### src/rtl/ceespu_pc_unit_pkg.sv
// Shared types and default parameters for the ceespu program-counter unit.
// Purely declarative: no logic, no latency, no flow control.
package ceespu_pkg;

  typedef enum logic [0:0] {
    RUN = 1'b0,
    ISR = 1'b1
  } pc_state_t;

  localparam int DEF_ADDR_W       = 14;
  localparam int DEF_RESET_VECTOR = 0;
  localparam int DEF_INT_VECTOR   = 1;
  localparam int DEF_RAS_DEPTH    = 4;

endpackage

### src/rtl/ceespu_pc_unit_if.sv
// Redirect/fetch-address bundle between decode/execute and the PC unit.
// Master drives the redirect requests, slave returns the registered PC and status.
interface ceespu_pc_unit_if
  import ceespu_pkg::*;
#(
  parameter int ADDR_W = DEF_ADDR_W
);

  logic              I_stall;
  logic              I_branch;
  logic [ADDR_W-1:0] I_branchAddress;
  logic              I_call;
  logic [ADDR_W-1:0] I_linkAddress;
  logic              I_ret;
  logic              I_irq;
  logic              I_reti;

  logic [ADDR_W-1:0] O_PC;
  logic              O_irqAck;
  logic              O_inIsr;
  logic              O_rasEmpty;
  logic              O_rasErr;

  modport master (
    output I_stall, I_branch, I_branchAddress, I_call, I_linkAddress,
           I_ret, I_irq, I_reti,
    input  O_PC, O_irqAck, O_inIsr, O_rasEmpty, O_rasErr
  );

  modport slave (
    input  I_stall, I_branch, I_branchAddress, I_call, I_linkAddress,
           I_ret, I_irq, I_reti,
    output O_PC, O_irqAck, O_inIsr, O_rasEmpty, O_rasErr
  );

endinterface

### src/rtl/ceespu_ras.sv
// Circular return-address stack; push/pop commit on the next edge, top is read from registers.
// Never stalls: push when full overwrites the oldest entry, pop when empty is ignored; both strobe an error.
module ceespu_ras
  import ceespu_pkg::*;
#(
  parameter int ADDR_W    = DEF_ADDR_W,
  parameter int RAS_DEPTH = DEF_RAS_DEPTH
) (
  input  logic              clk,
  input  logic              rst_n,
  input  logic              push_i,
  input  logic              pop_i,
  input  logic [ADDR_W-1:0] push_dat_i,
  output logic [ADDR_W-1:0] top_o,
  output logic              empty_o,
  output logic              full_o,
  output logic              ovf_o,
  output logic              unf_o
);

  localparam int             PTR_W    = $clog2(RAS_DEPTH);
  localparam logic [PTR_W:0] FULL_CNT = (PTR_W + 1)'(RAS_DEPTH);

  logic [ADDR_W-1:0] mem_q [RAS_DEPTH];
  logic [PTR_W-1:0]  ptr_q, ptr_d;
  logic [PTR_W:0]    cnt_q, cnt_d;

  assign empty_o = (cnt_q == '0);
  assign full_o  = (cnt_q == FULL_CNT);
  assign top_o   = mem_q[ptr_q];
  assign ovf_o   = push_i && full_o;
  assign unf_o   = pop_i && !push_i && empty_o;

  // The pointer wraps naturally; once full, a push lands on the oldest slot.
  always_comb begin
    ptr_d = ptr_q;
    cnt_d = cnt_q;
    if (push_i) begin
      ptr_d = ptr_q + 1'b1;
      if (!full_o) begin
        cnt_d = cnt_q + 1'b1;
      end
    end else if (pop_i && !empty_o) begin
      ptr_d = ptr_q - 1'b1;
      cnt_d = cnt_q - 1'b1;
    end
  end

  always_ff @(posedge clk or negedge rst_n) begin
    if (!rst_n) begin
      ptr_q <= '0;
      cnt_q <= '0;
    end else begin
      ptr_q <= ptr_d;
      cnt_q <= cnt_d;
    end
  end

  // Entry storage is deliberately left out of reset; the count alone defines validity.
  always_ff @(posedge clk) begin
    if (push_i) begin
      mem_q[ptr_d] <= push_dat_i;
    end
  end

endmodule

### src/rtl/ceespu_pc_unit.sv
// Fetch PC with branch/call/ret redirect, return-address stack and single-level interrupt entry/exit.
// One-cycle latency from request to O_PC; I_stall only blocks increment and interrupt entry.
module ceespu_pc_unit
  import ceespu_pkg::*;
#(
  parameter int                ADDR_W       = DEF_ADDR_W,
  parameter logic [ADDR_W-1:0] RESET_VECTOR = ADDR_W'(DEF_RESET_VECTOR),
  parameter logic [ADDR_W-1:0] INT_VECTOR   = ADDR_W'(DEF_INT_VECTOR),
  parameter int                RAS_DEPTH    = DEF_RAS_DEPTH
) (
  input  logic           I_clk,
  input  logic           I_rst_n,
  ceespu_pc_unit_if.slave bus
);

  localparam logic [ADDR_W-1:0] ONE = ADDR_W'(1);

  logic [ADDR_W-1:0] pc_q, pc_d;
  logic [ADDR_W-1:0] epc_q, epc_d;
  logic [ADDR_W-1:0] seq_pc, flow_pc;
  pc_state_t         state_q, state_d;
  logic              ack_q, ack_d;
  logic              err_q, err_d;

  logic              irq_take, reti_take, call_take, ret_take;
  logic [ADDR_W-1:0] ras_top;
  logic              ras_empty, ras_full, ras_ovf, ras_unf;

  assign seq_pc = pc_q + ONE;

  assign irq_take  = bus.I_irq && (state_q == RUN) && !bus.I_stall;
  assign reti_take = bus.I_reti && (state_q == ISR);
  // Stack side effects belong to the flow action, so they survive a concurrent interrupt entry.
  assign call_take = bus.I_call && !reti_take;
  assign ret_take  = bus.I_ret && !bus.I_call && !bus.I_branch && !reti_take;

  // Where the PC goes when neither interrupt entry nor exit applies; also the saved EPC.
  always_comb begin
    flow_pc = pc_q;
    if (bus.I_call || bus.I_branch) begin
      flow_pc = bus.I_branchAddress;
    end else if (bus.I_ret) begin
      flow_pc = ras_empty ? seq_pc : ras_top;
    end else if (!bus.I_stall) begin
      flow_pc = seq_pc;
    end
  end

  always_comb begin
    pc_d    = flow_pc;
    epc_d   = epc_q;
    state_d = state_q;
    ack_d   = 1'b0;
    if (irq_take) begin
      pc_d    = INT_VECTOR;
      epc_d   = flow_pc;
      state_d = ISR;
      ack_d   = 1'b1;
    end else if (reti_take) begin
      pc_d    = epc_q;
      state_d = RUN;
    end
  end

  assign err_d = err_q || ras_ovf || ras_unf;

  always_ff @(posedge I_clk or negedge I_rst_n) begin
    if (!I_rst_n) begin
      pc_q    <= RESET_VECTOR;
      epc_q   <= RESET_VECTOR;
      state_q <= RUN;
      ack_q   <= 1'b0;
      err_q   <= 1'b0;
    end else begin
      pc_q    <= pc_d;
      epc_q   <= epc_d;
      state_q <= state_d;
      ack_q   <= ack_d;
      err_q   <= err_d;
    end
  end

  ceespu_ras #(
    .ADDR_W    (ADDR_W),
    .RAS_DEPTH (RAS_DEPTH)
  ) u_ras (
    .clk        (I_clk),
    .rst_n      (I_rst_n),
    .push_i     (call_take),
    .pop_i      (ret_take),
    .push_dat_i (bus.I_linkAddress),
    .top_o      (ras_top),
    .empty_o    (ras_empty),
    .full_o     (ras_full),
    .ovf_o      (ras_ovf),
    .unf_o      (ras_unf)
  );

  assign bus.O_PC       = pc_q;
  assign bus.O_irqAck   = ack_q;
  assign bus.O_inIsr    = (state_q == ISR);
  assign bus.O_rasEmpty = ras_empty;
  assign bus.O_rasErr   = err_q;

  a_ras_consistent: assert property (@(posedge I_clk) disable iff (!I_rst_n)
    !(ras_full && ras_empty));
  a_ack_in_isr: assert property (@(posedge I_clk) disable iff (!I_rst_n)
    ack_q |-> (state_q == ISR));

endmodule

### src/flat_wrapper.sv
// flat-port wrapper written by rule: the top's interface ports become plain ports
module ceespu_pc_unit_flat import ceespu_pkg::*;
#(
  parameter int                ADDR_W       = DEF_ADDR_W,
  parameter logic [ADDR_W-1:0] RESET_VECTOR = ADDR_W'(DEF_RESET_VECTOR),
  parameter logic [ADDR_W-1:0] INT_VECTOR   = ADDR_W'(DEF_INT_VECTOR),
  parameter int                RAS_DEPTH    = DEF_RAS_DEPTH
)
  (I_clk, I_rst_n, bus_I_stall, bus_I_branch, bus_I_branchAddress, bus_I_call, bus_I_linkAddress, bus_I_ret, bus_I_irq, bus_I_reti, bus_O_PC, bus_O_irqAck, bus_O_inIsr, bus_O_rasEmpty, bus_O_rasErr);
  ceespu_pc_unit_if #(.ADDR_W(ADDR_W)) bus_i ();
  input  logic I_clk;
  input  logic I_rst_n;
  input wire logic [$bits(bus_i.I_stall)-1:0] bus_I_stall;
  input wire logic [$bits(bus_i.I_branch)-1:0] bus_I_branch;
  input wire logic [$bits(bus_i.I_branchAddress)-1:0] bus_I_branchAddress;
  input wire logic [$bits(bus_i.I_call)-1:0] bus_I_call;
  input wire logic [$bits(bus_i.I_linkAddress)-1:0] bus_I_linkAddress;
  input wire logic [$bits(bus_i.I_ret)-1:0] bus_I_ret;
  input wire logic [$bits(bus_i.I_irq)-1:0] bus_I_irq;
  input wire logic [$bits(bus_i.I_reti)-1:0] bus_I_reti;
  output wire logic [$bits(bus_i.O_PC)-1:0] bus_O_PC;
  output wire logic [$bits(bus_i.O_irqAck)-1:0] bus_O_irqAck;
  output wire logic [$bits(bus_i.O_inIsr)-1:0] bus_O_inIsr;
  output wire logic [$bits(bus_i.O_rasEmpty)-1:0] bus_O_rasEmpty;
  output wire logic [$bits(bus_i.O_rasErr)-1:0] bus_O_rasErr;
  assign bus_i.I_stall = bus_I_stall;
  assign bus_i.I_branch = bus_I_branch;
  assign bus_i.I_branchAddress = bus_I_branchAddress;
  assign bus_i.I_call = bus_I_call;
  assign bus_i.I_linkAddress = bus_I_linkAddress;
  assign bus_i.I_ret = bus_I_ret;
  assign bus_i.I_irq = bus_I_irq;
  assign bus_i.I_reti = bus_I_reti;
  assign bus_O_PC = bus_i.O_PC;
  assign bus_O_irqAck = bus_i.O_irqAck;
  assign bus_O_inIsr = bus_i.O_inIsr;
  assign bus_O_rasEmpty = bus_i.O_rasEmpty;
  assign bus_O_rasErr = bus_i.O_rasErr;
  ceespu_pc_unit #(.ADDR_W(ADDR_W), .RESET_VECTOR(RESET_VECTOR), .INT_VECTOR(INT_VECTOR), .RAS_DEPTH(RAS_DEPTH)) u_core (.I_clk(I_clk), .I_rst_n(I_rst_n), .bus(bus_i));
endmodule
### config.mk
export PLATFORM = sky130hd
export DESIGN_NAME = ceespu_pc_unit_flat
export DESIGN_NICKNAME = d
export VERILOG_FILES = /design/src/rtl/ceespu_pc_unit_pkg.sv /design/src/rtl/ceespu_pc_unit_if.sv /design/src/rtl/ceespu_ras.sv /design/src/rtl/ceespu_pc_unit.sv /design/src/flat_wrapper.sv
export SDC_FILE = /design/constraint.sdc
export NUM_CORES = 1
export LEC_CHECK = 0
export ABC_CLOCK_PERIOD_IN_PS = 6550
export CAP_MARGIN = 20
export CORE_UTILIZATION = 40
export CTS_CLUSTER_SIZE = 12
export DETAILED_ROUTE_END_ITERATION = 12
export PLACE_DENSITY_LB_ADDON = 0.2
export SYNTH_ARGS = -nofsm -noshare
export SYNTH_HDL_FRONTEND = slang
export SYNTH_SLANG_ARGS = --single-unit
### constraint.sdc
create_clock -name I_clk -period 6.55 [get_ports I_clk]
set_clock_uncertainty 0.1 [all_clocks]
set_input_delay 1.31 -clock I_clk [delete_from_list [all_inputs] [get_ports I_clk]]
set_output_delay 1.31 -clock I_clk [all_outputs]
set_load 0.03 [all_outputs]
==> impl_metrics.csv <==
group,metric,value,unit
logic_synthesis,synth.avg_cell_area,12.5,um2
cts,clk_path_buf_depth,2,
sta,final_slew_violations,0,
power,share_seq_of_total_power,47.6,%
final_layout,layout.nets,433,
power,power_frac_clock,20.0,%
worst_hold_path,whs_path_depth,2,
drt,drt_first_iter_violations,148,
job,cap_viol_max_count,0,
place,dpl_worst_slack,2.42,ns
worst_setup_path,r2r-end,"u_core.bus.O_PC[10]",
global_routing,maximum_number_of_pins_on_one_net_before_global_route_repair,37,
logic_synthesis,synth.area.top_cells,"sky130_fd_sc_hd__edfxtp_1 39%, sky130_fd_sc_hd__dfrtp_1 21%, sky130_fd_sc_hd__mux4_2 7.2%",
cts,cts_inserted_buffers,9,
logic_synthesis,synth.lib_cells_used.distinct,59,
cts,h-tree-depth,3,
worst_setup_path,required,5.14,ns
floorplanning,core_area,10400,um2
logic_synthesis,synthFlopType,"sky130_fd_sc_hd__edfxtp_1",
sta,holdWs,0.384,ns
logic_synthesis,synthDominantAreaCellType,"sky130_fd_sc_hd__edfxtp_1",
sta,setup_tns,0,ns
power,vdd_drop_max,224,uV
global_routing,globalRouteOverflowTotal,0,
sta,max_clock_freq,0.251,GHz
sta,timing_worst_slew_pin_value,1.08,ns
worst_hold_path,min_delay_worst_endpoint,"u_core.bus.O_PC[9]",
power,total_leakage_power,0.00180,uW
worst_hold_path,worst_min_path_class,"reg2reg",
drt,detail_route.wirelength,10.2,mm
power,design_power_total,1760,uW
floorplanning,io_pins,54,
place,port_buffers,53,
floorplanning,die_h,106,um
worst_setup_path,reg2reg_from,"u_core.u_ras.cnt_q[2]",
place,hpwlAfterDp,6.91,mm
sta,grt_setup_unrepaired,"false",
logic_synthesis,synth_top_cell_area_share,38.6,%
outcome,status,"finished, final reports clean",
floorplanning,initial_core_util,41.8,%
logic_synthesis,synth-seq-cells,92,
power,power.density,338,nW/um2
sta,post-route-min-period,3.98,ns
final_layout,drive_gt1_share,12.3,%
logic_synthesis,synth_warnings,0,
final_layout,fill_cells,960,
power,power.switching_fraction,35.2,%
drt,via_count,3090,
worst_setup_path,cp_cell_sequence,"or3_1 -> inv_2 -> clkdlybuf4s50_1",
sta,final_hold_viol_count,0,
sta,final_critical_path_setup_slack,2.57,ns
sta,final_min_period_over_clock_period,60.7,%
global_routing,grt_use_total,19.0,%
worst_setup_path,crit_path_top_delay_cell,"sky130_fd_sc_hd__clkdlybuf4s50_1",
cts,post_cts_resized,0,
floorplanning,die-area,11300,um2
cts,cts_hold_buffers,0,
global_routing,antenna_found_initial,0,
worst_setup_path,setup.worst_path.end_class,"output pin",
cts,cts_tree,"yes",
global_routing,number_of_global_route_vias_before_repair,3009,
place,gp_congestion,0.817,
worst_setup_path,arrival,2.57,ns
cts,cts.clk_slew.worst_paths,0.09,ns
cts,cts.sinks,92,
worst_hold_path,min_delay_startpoint,"u_core.epc_q[9]",
logic_synthesis,synth-edff-count,56,
worst_setup_path,cp-start-kind,"register",
power,power_report.internal_total,1140,uW
drt,drt_drc_violations_left,0,
worst_setup_path,critical_path_buf_inv_count,2,
logic_synthesis,synth-seq-area-share,59.3,%
cts,cts_root_buf,"sky130_fd_sc_hd__clkbuf_8",
worst_setup_path,timing.critical_path.fanout_max,18,
power,power.share.combinational,32.3,%
cts,clk-insertion-delay-late,0.37,ns
cts,post-cts-setup-buffers,0,
floorplanning,placementRows,37,
final_layout,area_growth_syn_to_layout,19.4,%
drt,vias_per_cell,5.76,
sta,slew-limit-headroom,27.3,%
worst_setup_path,r2r_setup_slack,3.99,ns
power,power_switching,618,uW
final_layout,n_antenna_cell,0,
logic_synthesis,synthArstFlopShare,39.1,%
drt,ant_nets,0,
worst_setup_path,reg2reg_depth,6,
logic_synthesis,synth_nets,385,
worst_setup_path,crit_family,"buffers and inverters",
drt,drt_pass1_iterations,4,
worst_setup_path,slowest_delay,0.73,ns
logic_synthesis,synthesized_cell_area,4350,um2
drt,routed_wire_length_per_instance,18.9,um
floorplanning,die_width,106,um
global_routing,grt_first_pass_wirelength,16.1,mm
worst_setup_path,criticalPathCategory,"reg2out",
logic_synthesis,syn-instance-count,347,
sta,report.final.setup_viol,0,
## cells in the final DEF (no fill, tap or decap), types with 4 or more instances in the layout
cell and instances:
sky130_fd_sc_hd__edfxtp_1 56, sky130_fd_sc_hd__clkdlybuf4s50_1 52, sky130_fd_sc_hd__dfrtp_1 36, sky130_fd_sc_hd__nand2_1 32
sky130_fd_sc_hd__nor2_1 24, sky130_fd_sc_hd__o21ai_0 21, sky130_fd_sc_hd__a21oi_1 16, sky130_fd_sc_hd__mux4_2 14
sky130_fd_sc_hd__xor2_1 11, sky130_fd_sc_hd__o31ai_1 10, sky130_fd_sc_hd__a31oi_1 9, sky130_fd_sc_hd__clkbuf_8 9
sky130_fd_sc_hd__xnor2_1 8, sky130_fd_sc_hd__nor4_1 7, sky130_fd_sc_hd__nand3_1 6, sky130_fd_sc_hd__o211ai_1 6
sky130_fd_sc_hd__buf_4 5, sky130_fd_sc_hd__inv_1 4, sky130_fd_sc_hd__a211oi_1 4
## worst reg2reg max path, stage by stage (launching register included)
cell                       delay [ns]
sky130_fd_sc_hd__dfrtp_1         0.44
sky130_fd_sc_hd__or3_1           0.66
sky130_fd_sc_hd__inv_2           0.36
sky130_fd_sc_hd__nand2b_1        0.10
sky130_fd_sc_hd__o41ai_1         0.35
sky130_fd_sc_hd__a211oi_1        0.15
sky130_fd_sc_hd__o31ai_1         0.31
## worst max path at each step
| stage | start | to | slack, ns | cells past startpoint |
|---|---|---|---|---|
| final | u_core.u_ras.cnt_q[2] | bus_O_rasEmpty | 2.57 | 3 |
| after CTS | u_core.u_ras.cnt_q[2] | bus_O_rasEmpty | 2.61 | 3 |
| after global placement | bus_I_reti | u_core.u_ras.mem_q[3][7] | 2.47 | 4 |
| after floorplan | bus_I_call | u_core.u_ras.mem_q[2][0] | 3.17 | 3 |
| after global routing | u_core.u_ras.cnt_q[2] | bus_O_rasEmpty | 2.52 | 3 |
| after detailed placement | bus_I_reti | u_core.u_ras.mem_q[2][6] | 2.42 | 4 |
## metal layers
layer | wire (um) | global-route usage [%] | up-vias
li1 | - | - | 1437
met1 | 4510 | 25.5 | 1533
met2 | 4980 | 30.8 | 108
met3 | 528 | 4.29 | 12
met4 | 136 | 5.65 | 0
met5 | 0 | 0 | -
## cell type report
type                            instances  area, um2  area share [%]
Clock buffer                           10        128            2.45
Timing Repair Buffer                   60        586            11.3
Inverter                                5       18.8           0.361
Clock inverter                          6       46.3           0.890
Sequential cell                        92       2580            49.7
Tap cell                              136        170            3.27
Multi-Input combinational cell        227       1670            32.1
## flip-flops by register name (all words and copies together) (netlist names)
register             cells
u_core.bus.O_PC         14
u_core.bus.O_inIsr       1
u_core.bus.O_irqAck      1
u_core.bus.O_rasErr      1
u_core.epc_q            14
u_core.u_ras.cnt_q       3
u_core.u_ras.mem_q      56
u_core.u_ras.ptr_q       2
## per-stage QoR
stage	area [um2]	utilization, %	instances
3_5_place_dp	5010	48.1	519
2_1_floorplan	4350	-	347
3_3_place_gp	5000	48.0	518
5_1_grt	5200	49.9	536
4_1_cts	5190	49.8	535
6_report	5200	49.9	536
## kinds of logic (layout without fill, tap and decap cells)
kind of cell               after synthesis  after routing  synth area share [%]
buffers and inverters                   28             81                  2.70
adders and majority gates                2              2                 0.747
xor gates and xnor gates                19             19                  3.82
and+or+nand+nor                         99             99                  11.8
DFF                                     92             92                  59.3
AOI/OAI and AO/OA                       91             91                  13.9
muxes                                   16             16                  7.73
## Yosys cell counts (3+ instances only)
library cell	n
sky130_fd_sc_hd__edfxtp_1	56
sky130_fd_sc_hd__dfrtp_1	36
sky130_fd_sc_hd__nand2_1	32
sky130_fd_sc_hd__nor2_1	24
sky130_fd_sc_hd__o21ai_0	21
sky130_fd_sc_hd__a21oi_1	16
sky130_fd_sc_hd__mux4_2	14
sky130_fd_sc_hd__clkbuf_1	13
sky130_fd_sc_hd__xor2_1	11
sky130_fd_sc_hd__o31ai_1	10
sky130_fd_sc_hd__a31oi_1	9
sky130_fd_sc_hd__xnor2_1	8
sky130_fd_sc_hd__nor4_1	7
sky130_fd_sc_hd__buf_2	6
sky130_fd_sc_hd__nand3_1	6
sky130_fd_sc_hd__o211ai_1	6
sky130_fd_sc_hd__a211oi_1	4
sky130_fd_sc_hd__inv_1	4
sky130_fd_sc_hd__nor3_1	4
sky130_fd_sc_hd__a221oi_1	3
sky130_fd_sc_hd__a22o_1	3
sky130_fd_sc_hd__nand4_1	3
sky130_fd_sc_hd__o22ai_1	3
sky130_fd_sc_hd__o41ai_1	3
sky130_fd_sc_hd__or3_1	3
sky130_fd_sc_hd__or4_1	3
## power groups by stage
stage / Sequential (uW) / Combinational [uW] / Clock (uW)
detailed placement: 850 / 567 / 0
CTS: 837 / 568 / 365
finish: 837 / 568 / 352
global route: 851 / 620 / 383
global placement: 846 / 556 / 0
floorplan: 841 / 377 / 0
Power figures use the tool's default switching activity.
